--- config.mk ---
export PLATFORM = sky130hd
export DESIGN_NAME = axi_wr_scheduler
export DESIGN_NICKNAME = d
export VERILOG_FILES = /design/src/rtl/axi_wr_scheduler.sv
export SDC_FILE = /design/constraint.sdc
export NUM_CORES = 1
export LEC_CHECK = 0
export ABC_AREA = 1
export BUFFER_PORTS_ARGS = -buffer_cell sky130_fd_sc_hd__buf_4
export CORE_MARGIN = 4
export CORE_UTILIZATION = 40
export DETAILED_ROUTE_END_ITERATION = 12
export PLACE_DENSITY = 0.66
export SLEW_MARGIN = 20
export SYNTH_ARGS = -nofsm -noshare
export SYNTH_HDL_FRONTEND = slang
export SYNTH_SLANG_ARGS = --single-unit
--- constraint.sdc ---
create_clock -name clk_i -period 4.2 [get_ports clk_i]
set_input_delay 0.84 -clock clk_i [delete_from_list [all_inputs] [get_ports clk_i]]
set_output_delay 0.84 -clock clk_i [all_outputs]
set_load 0.005 [all_outputs]
--- src/rtl/axi_wr_scheduler.sv ---
// Write-path scheduler for a shared AXI master port: locked round-robin AW arbitration,
// in-order W steering from the recorded grant order, B routing and an outstanding-write limit.
module axi_wr_scheduler #(
    parameter int unsigned NumInp         = 3,
    parameter int unsigned MaxOutstanding = 4,
    localparam int unsigned IdxW = (NumInp > 1) ? $clog2(NumInp) : 1,
    localparam int unsigned CntW = $clog2(MaxOutstanding + 1),
    localparam int unsigned PtrW = (MaxOutstanding > 1) ? $clog2(MaxOutstanding) : 1
) (
    input  logic              clk_i,
    input  logic              rst_ni,
    input  logic              clr_i,
    input  logic [NumInp-1:0] aw_valid_i,
    output logic [NumInp-1:0] aw_ready_o,
    output logic              aw_valid_o,
    input  logic              aw_ready_i,
    output logic [IdxW-1:0]   aw_sel_o,
    input  logic [NumInp-1:0] w_valid_i,
    input  logic [NumInp-1:0] w_last_i,
    output logic [NumInp-1:0] w_ready_o,
    output logic              w_valid_o,
    input  logic              w_ready_i,
    output logic [IdxW-1:0]   w_sel_o,
    input  logic              b_valid_i,
    input  logic [IdxW-1:0]   b_src_i,
    output logic              b_ready_o,
    output logic [NumInp-1:0] b_valid_o,
    input  logic [NumInp-1:0] b_ready_i,
    output logic [CntW-1:0]   outstanding_o,
    output logic              busy_o,
    output logic              err_o
);

    logic [IdxW-1:0] rr_ptr_q, rr_ptr_d;
    logic            lock_q, lock_d;
    logic [IdxW-1:0] lock_sel_q, lock_sel_d;
    logic [PtrW-1:0] wr_ptr_q, wr_ptr_d;
    logic [PtrW-1:0] rd_ptr_q, rd_ptr_d;
    logic [CntW-1:0] fifo_cnt_q, fifo_cnt_d;
    logic [CntW-1:0] outstanding_q, outstanding_d;
    logic            err_q, err_d;
    logic [IdxW-1:0] fifo_mem_q [MaxOutstanding];

    logic            rr_found;
    logic [IdxW-1:0] rr_winner;
    logic            aw_req;
    logic            aw_gate;
    logic            aw_hs;
    logic            fifo_empty;
    logic            fifo_full;
    logic [IdxW-1:0] fifo_head;
    logic            w_pop;
    logic            b_hs;

    function automatic logic [PtrW-1:0] ptr_inc(input logic [PtrW-1:0] p);
        return (p == PtrW'(MaxOutstanding - 1)) ? '0 : p + PtrW'(1);
    endfunction

    // First requesting index at or after rr_ptr, wrapping around.
    always_comb begin
        logic [IdxW-1:0] cand;
        cand      = '0;
        rr_found  = 1'b0;
        rr_winner = '0;
        for (int k = 0; k < NumInp; k++) begin
            cand = IdxW'((int'(rr_ptr_q) + k) % NumInp);
            if (!rr_found && aw_valid_i[cand]) begin
                rr_found  = 1'b1;
                rr_winner = cand;
            end
        end
    end

    assign fifo_empty = (fifo_cnt_q == '0);
    assign fifo_full  = (fifo_cnt_q == CntW'(MaxOutstanding));
    assign fifo_head  = fifo_mem_q[rd_ptr_q];
    assign aw_gate    = (outstanding_q == CntW'(MaxOutstanding)) | fifo_full;

    assign aw_sel_o   = lock_q ? lock_sel_q : rr_winner;
    assign aw_req     = lock_q ? aw_valid_i[lock_sel_q] : rr_found;
    assign aw_valid_o = aw_req & ~aw_gate;
    assign aw_hs      = aw_valid_o & aw_ready_i;

    assign w_sel_o    = fifo_empty ? '0 : fifo_head;
    assign w_valid_o  = ~fifo_empty & w_valid_i[fifo_head];
    assign w_pop      = w_valid_o & w_ready_i & w_last_i[fifo_head];

    assign b_ready_o  = b_ready_i[b_src_i];
    assign b_hs       = b_valid_i & b_ready_o;

    assign outstanding_o = outstanding_q;
    assign busy_o        = (outstanding_q != '0) | ~fifo_empty;
    assign err_o         = err_q;

    for (genvar gi = 0; gi < NumInp; gi++) begin : g_port
        assign aw_ready_o[gi] = aw_hs & (aw_sel_o == IdxW'(gi));
        assign w_ready_o[gi]  = ~fifo_empty & w_ready_i & (fifo_head == IdxW'(gi));
        assign b_valid_o[gi]  = b_valid_i & (b_src_i == IdxW'(gi));
    end

    always_comb begin
        rr_ptr_d      = rr_ptr_q;
        lock_d        = lock_q;
        lock_sel_d    = lock_sel_q;
        wr_ptr_d      = wr_ptr_q;
        rd_ptr_d      = rd_ptr_q;
        fifo_cnt_d    = fifo_cnt_q;
        outstanding_d = outstanding_q;
        err_d         = err_q;

        if (aw_hs) begin
            rr_ptr_d = (aw_sel_o == IdxW'(NumInp - 1)) ? '0 : aw_sel_o + IdxW'(1);
            lock_d   = 1'b0;
            wr_ptr_d = ptr_inc(wr_ptr_q);
        end else if (aw_valid_o) begin
            // Hold the presented request stable until the port accepts it.
            lock_d     = 1'b1;
            lock_sel_d = aw_sel_o;
        end

        if (w_pop) begin
            rd_ptr_d = ptr_inc(rd_ptr_q);
        end
        if (aw_hs && !w_pop) begin
            fifo_cnt_d = fifo_cnt_q + CntW'(1);
        end else if (w_pop && !aw_hs) begin
            fifo_cnt_d = fifo_cnt_q - CntW'(1);
        end

        if (aw_hs && !b_hs) begin
            outstanding_d = outstanding_q + CntW'(1);
        end else if (b_hs && !aw_hs && outstanding_q != '0) begin
            outstanding_d = outstanding_q - CntW'(1);
        end
        if (b_hs && outstanding_q == '0) begin
            err_d = 1'b1;
        end

        if (clr_i) begin
            rr_ptr_d      = '0;
            lock_d        = 1'b0;
            lock_sel_d    = '0;
            wr_ptr_d      = '0;
            rd_ptr_d      = '0;
            fifo_cnt_d    = '0;
            outstanding_d = '0;
            err_d         = 1'b0;
        end
    end

    always_ff @(posedge clk_i or negedge rst_ni) begin
        if (!rst_ni) begin
            rr_ptr_q      <= '0;
            lock_q        <= 1'b0;
            lock_sel_q    <= '0;
            wr_ptr_q      <= '0;
            rd_ptr_q      <= '0;
            fifo_cnt_q    <= '0;
            outstanding_q <= '0;
            err_q         <= 1'b0;
        end else begin
            rr_ptr_q      <= rr_ptr_d;
            lock_q        <= lock_d;
            lock_sel_q    <= lock_sel_d;
            wr_ptr_q      <= wr_ptr_d;
            rd_ptr_q      <= rd_ptr_d;
            fifo_cnt_q    <= fifo_cnt_d;
            outstanding_q <= outstanding_d;
            err_q         <= err_d;
        end
    end

    // Entry storage needs no reset: the occupancy count decides what is valid.
    always_ff @(posedge clk_i) begin
        if (aw_hs) begin
            fifo_mem_q[wr_ptr_q] <= aw_sel_o;
        end
    end

endmodule

==> flow_summary.json <==
{
  "vias": 1595,
  "postRouteAntennaNets": 0,
  "htree_num_levels": 1,
  "first_pass_iters": 4,
  "crit_fanout": 7,
  "r2r_cells": 18,
  "period_share_pct": 75.01,
  "drt-total-wl_um": 3950,
  "fin_nets": 303,
  "ys_types": 30,
  "cts_inserted_buffers": 3,
  "drv_slew": 0,
  "ir_drop_v": 0.0002637,
  "grt_usage_pct": 15.46,
  "grt_max_degree": 17,
  "antenna_found_initial": 0,
  "insertion_delay_ns": 0.27,
  "tns_ns": 0,
  "yosysSeqAreaShare_pct": 35.61,
  "hold_buffers": 0,
  "drc": 0,
  "dpl.cell_count": 319,
  "rsz0062_at_grt": "false",
  "final_hold_viol_count": 0,
  "nFillCells": 431,
  "initial_core_util_pct": 41.32,
  "regArea_um2": 640.6,
  "hpwl_um": 3133,
  "vias_per_cell": 4.938,
  "synthesis.instances": 229,
  "post_cts_buffers": 0,
  "grt_pass1_vias": 1521,
  "p_leak_nw": 1.128,
  "path_clk_slew_ns": 0.09,
  "crit_path_start_kind": "register",
  "syn_nets": 260,
  "gp_congestion": 0.8330,
  "final_util_pct": 50.86,
  "dieHeight_um": 75.07,
  "synth_area_mm2": 0.001799,
  "layout_common_cells": "nand2_1 (52), buf_4 (40), inv_1 (34)",
  "p_total_mw": 1.710,
  "layout_commonest_cell": "nand2_1",
  "grt_first_pass_wirelength_um": 6755,
  "clock_skew_ns": 0.004638,
  "clock-sinks": 24,
  "worst_slew_pin_slew_ns": 0.5246,
  "die_width_um": 75.07,
  "first_iter_violations": 62,
  "io_buffers": 40,
  "clock_path_buffers": 2,
  "core-area_mm2": 0.004354,
  "clock.fmax_mhz": 317.4,
  "wl_per_cell_um": 12.23,
  "diodes": 0,
  "synth_area_per_cell_um2": 7.857,
  "holdWs_ns": 0.4171,
  "worst_setup_path_end_kind": "output port",
  "syn_to_final_growth_pct": 23.09,
  "root_buffer": "clkbuf_8",
  "max_slew_margin_pct": 64.76,
  "critical_path_required_ns": 3.36,
  "gr-total-overflow": 0,
  "layout-drive-gt1-share_pct": 26.20,
  "maxCapViolCount": 0,
  "cellPowerDensity_mw_per_mm2": 772.3,
  "min_period_ns": 3.150,
  "cts_resized": 0,
  "dieArea_mm2": 0.005635,
  "status": "completed",
  "synth_seq_cells": 24,
  "setup_viol": 0,
  "rows": 24,
  "cts_tree": "done",
  "io_pins": 41,
  "path_class": "register to output port",
  "fin_cells": 323,
  "arrival_ns": 2.31,
  "hold_class": "primary input to async pin",
  "multi_input_area_um2": 992.2,
  "ys_warn_count": 0
}
## critical path, cell delays in order, from the launching register on
cell and delay, ns:
dfrtp_1 0.41, inv_1 0.08, ha_1 0.35, inv_2 0.10, nand2_1 0.05, nand3_1 0.06, nand2_1 0.08, nor2_2 0.12
nand2_1 0.08, o211ai_1 0.20, nand2_1 0.19, nand2_1 0.12, nor2_1 0.04, buf_4 0.15
## sequential cells by signal (all words and copies together) (netlist names)
| name | count |
|---|---|
| rd_ptr_q | 2 |
| fifo_mem_q | 8 |
| lock_q | 1 |
| err_o | 1 |
| lock_sel_q | 2 |
| rr_ptr_q | 2 |
| fifo_cnt_q | 3 |
| wr_ptr_q | 2 |
| outstanding_o | 3 |
## area by class of cell
type,count,area share (%)
Tap cell,52,2.938
Clock buffer,3,1.864
Inverter,38,6.554
Clock inverter,1,1.356
Multi-Input combinational cell,165,44.80
Sequential cell,24,28.93
Timing Repair Buffer,40,13.56
## logic make-up after synthesis
logic type / count (synthesis) / synth area share (%)
flip-flops: 24 / 35.60
AND/OR/NAND/NOR: 131 / 39.08
adder cells (fa/ha/maj): 11 / 8.484
XOR/XNOR: 3 / 1.461
buffers and inverters: 40 / 9.249
AO/OA/AOI/OAI: 20 / 6.120
## metrics by stage
stage	setup WS (ns)	instance area, µm²
2_1_floorplan	1.585	1799
3_3_place_gp	1.128	2143
3_5_place_dp	1.074	2143
4_1_cts	1.029	2215
5_1_grt	0.8008	2215
6_report	1.050	2215
## synthesized netlist by cell type
cell type,n,area [µm²]
a21oi_1,4,20.02
a31oi_1,1,6.260
buf_4,1,7.510
clkbuf_8,1,13.76
dfrtp_1,16,400.4
edfxtp_1,8,240.2
fa_1,2,40.04
ha_1,9,112.6
inv_1,34,127.6
inv_2,3,11.26
inv_4,1,6.260
nand2_1,52,195.2
nand2_2,5,31.28
nand2_4,6,67.56
nand3_1,23,115.1
nand3_2,8,80.08
nand3_4,1,17.52
nand3b_1,2,15.01
nand4_1,6,37.54
nand4_2,1,12.51
nor2_1,16,60.06
nor2_2,1,6.260
nor2_8,1,20.02
nor3_1,9,45.04
o211ai_1,3,22.52
o21ai_0,5,25.02
o21ai_1,6,30.03
o22ai_1,1,6.260
xnor2_1,2,17.52
xor2_1,1,8.760
## power by group
part / total, mW / internal, mW / switching [mW]
clock: 0.208 / 0.128 / 0.0802
sequential: 0.419 / 0.347 / 0.0717
combinational: 1.08 / 0.431 / 0.653
total: 1.71 / 0.906 / 0.805
## per-layer routing
metal | GRT usage [%] | up-vias | wire length, µm
met5 | 0 | - | 0
met4 | 4.743 | 0 | 47
met3 | 2.136 | 4 | 149
met2 | 27.18 | 25 | 1977
met1 | 19.55 | 735 | 1776
li1 | - | 831 | -
## worst paths after layout
kind,from,to,slack [ns]
max,rr_ptr_q[0]$_DFFE_PN0N_,aw_ready_o[1],1.05
min,rst_ni,rd_ptr_q[0]$_DFFE_PN0P_,0.42
max reg2reg,rr_ptr_q[0]$_DFFE_PN0N_,fifo_cnt_q[2]$_DFFE_PN0P_,1.21
min reg2reg,err_o$_DFFE_PN0P_,err_o$_DFFE_PN0P_,0.52
max in group asynchronous,rst_ni,outstanding_o[2]$_DFFE_PN0P_,3.59
min in group clk_i,err_o$_DFFE_PN0P_,err_o$_DFFE_PN0P_,0.52
Note: power is estimated with default switching activity, not from simulation.
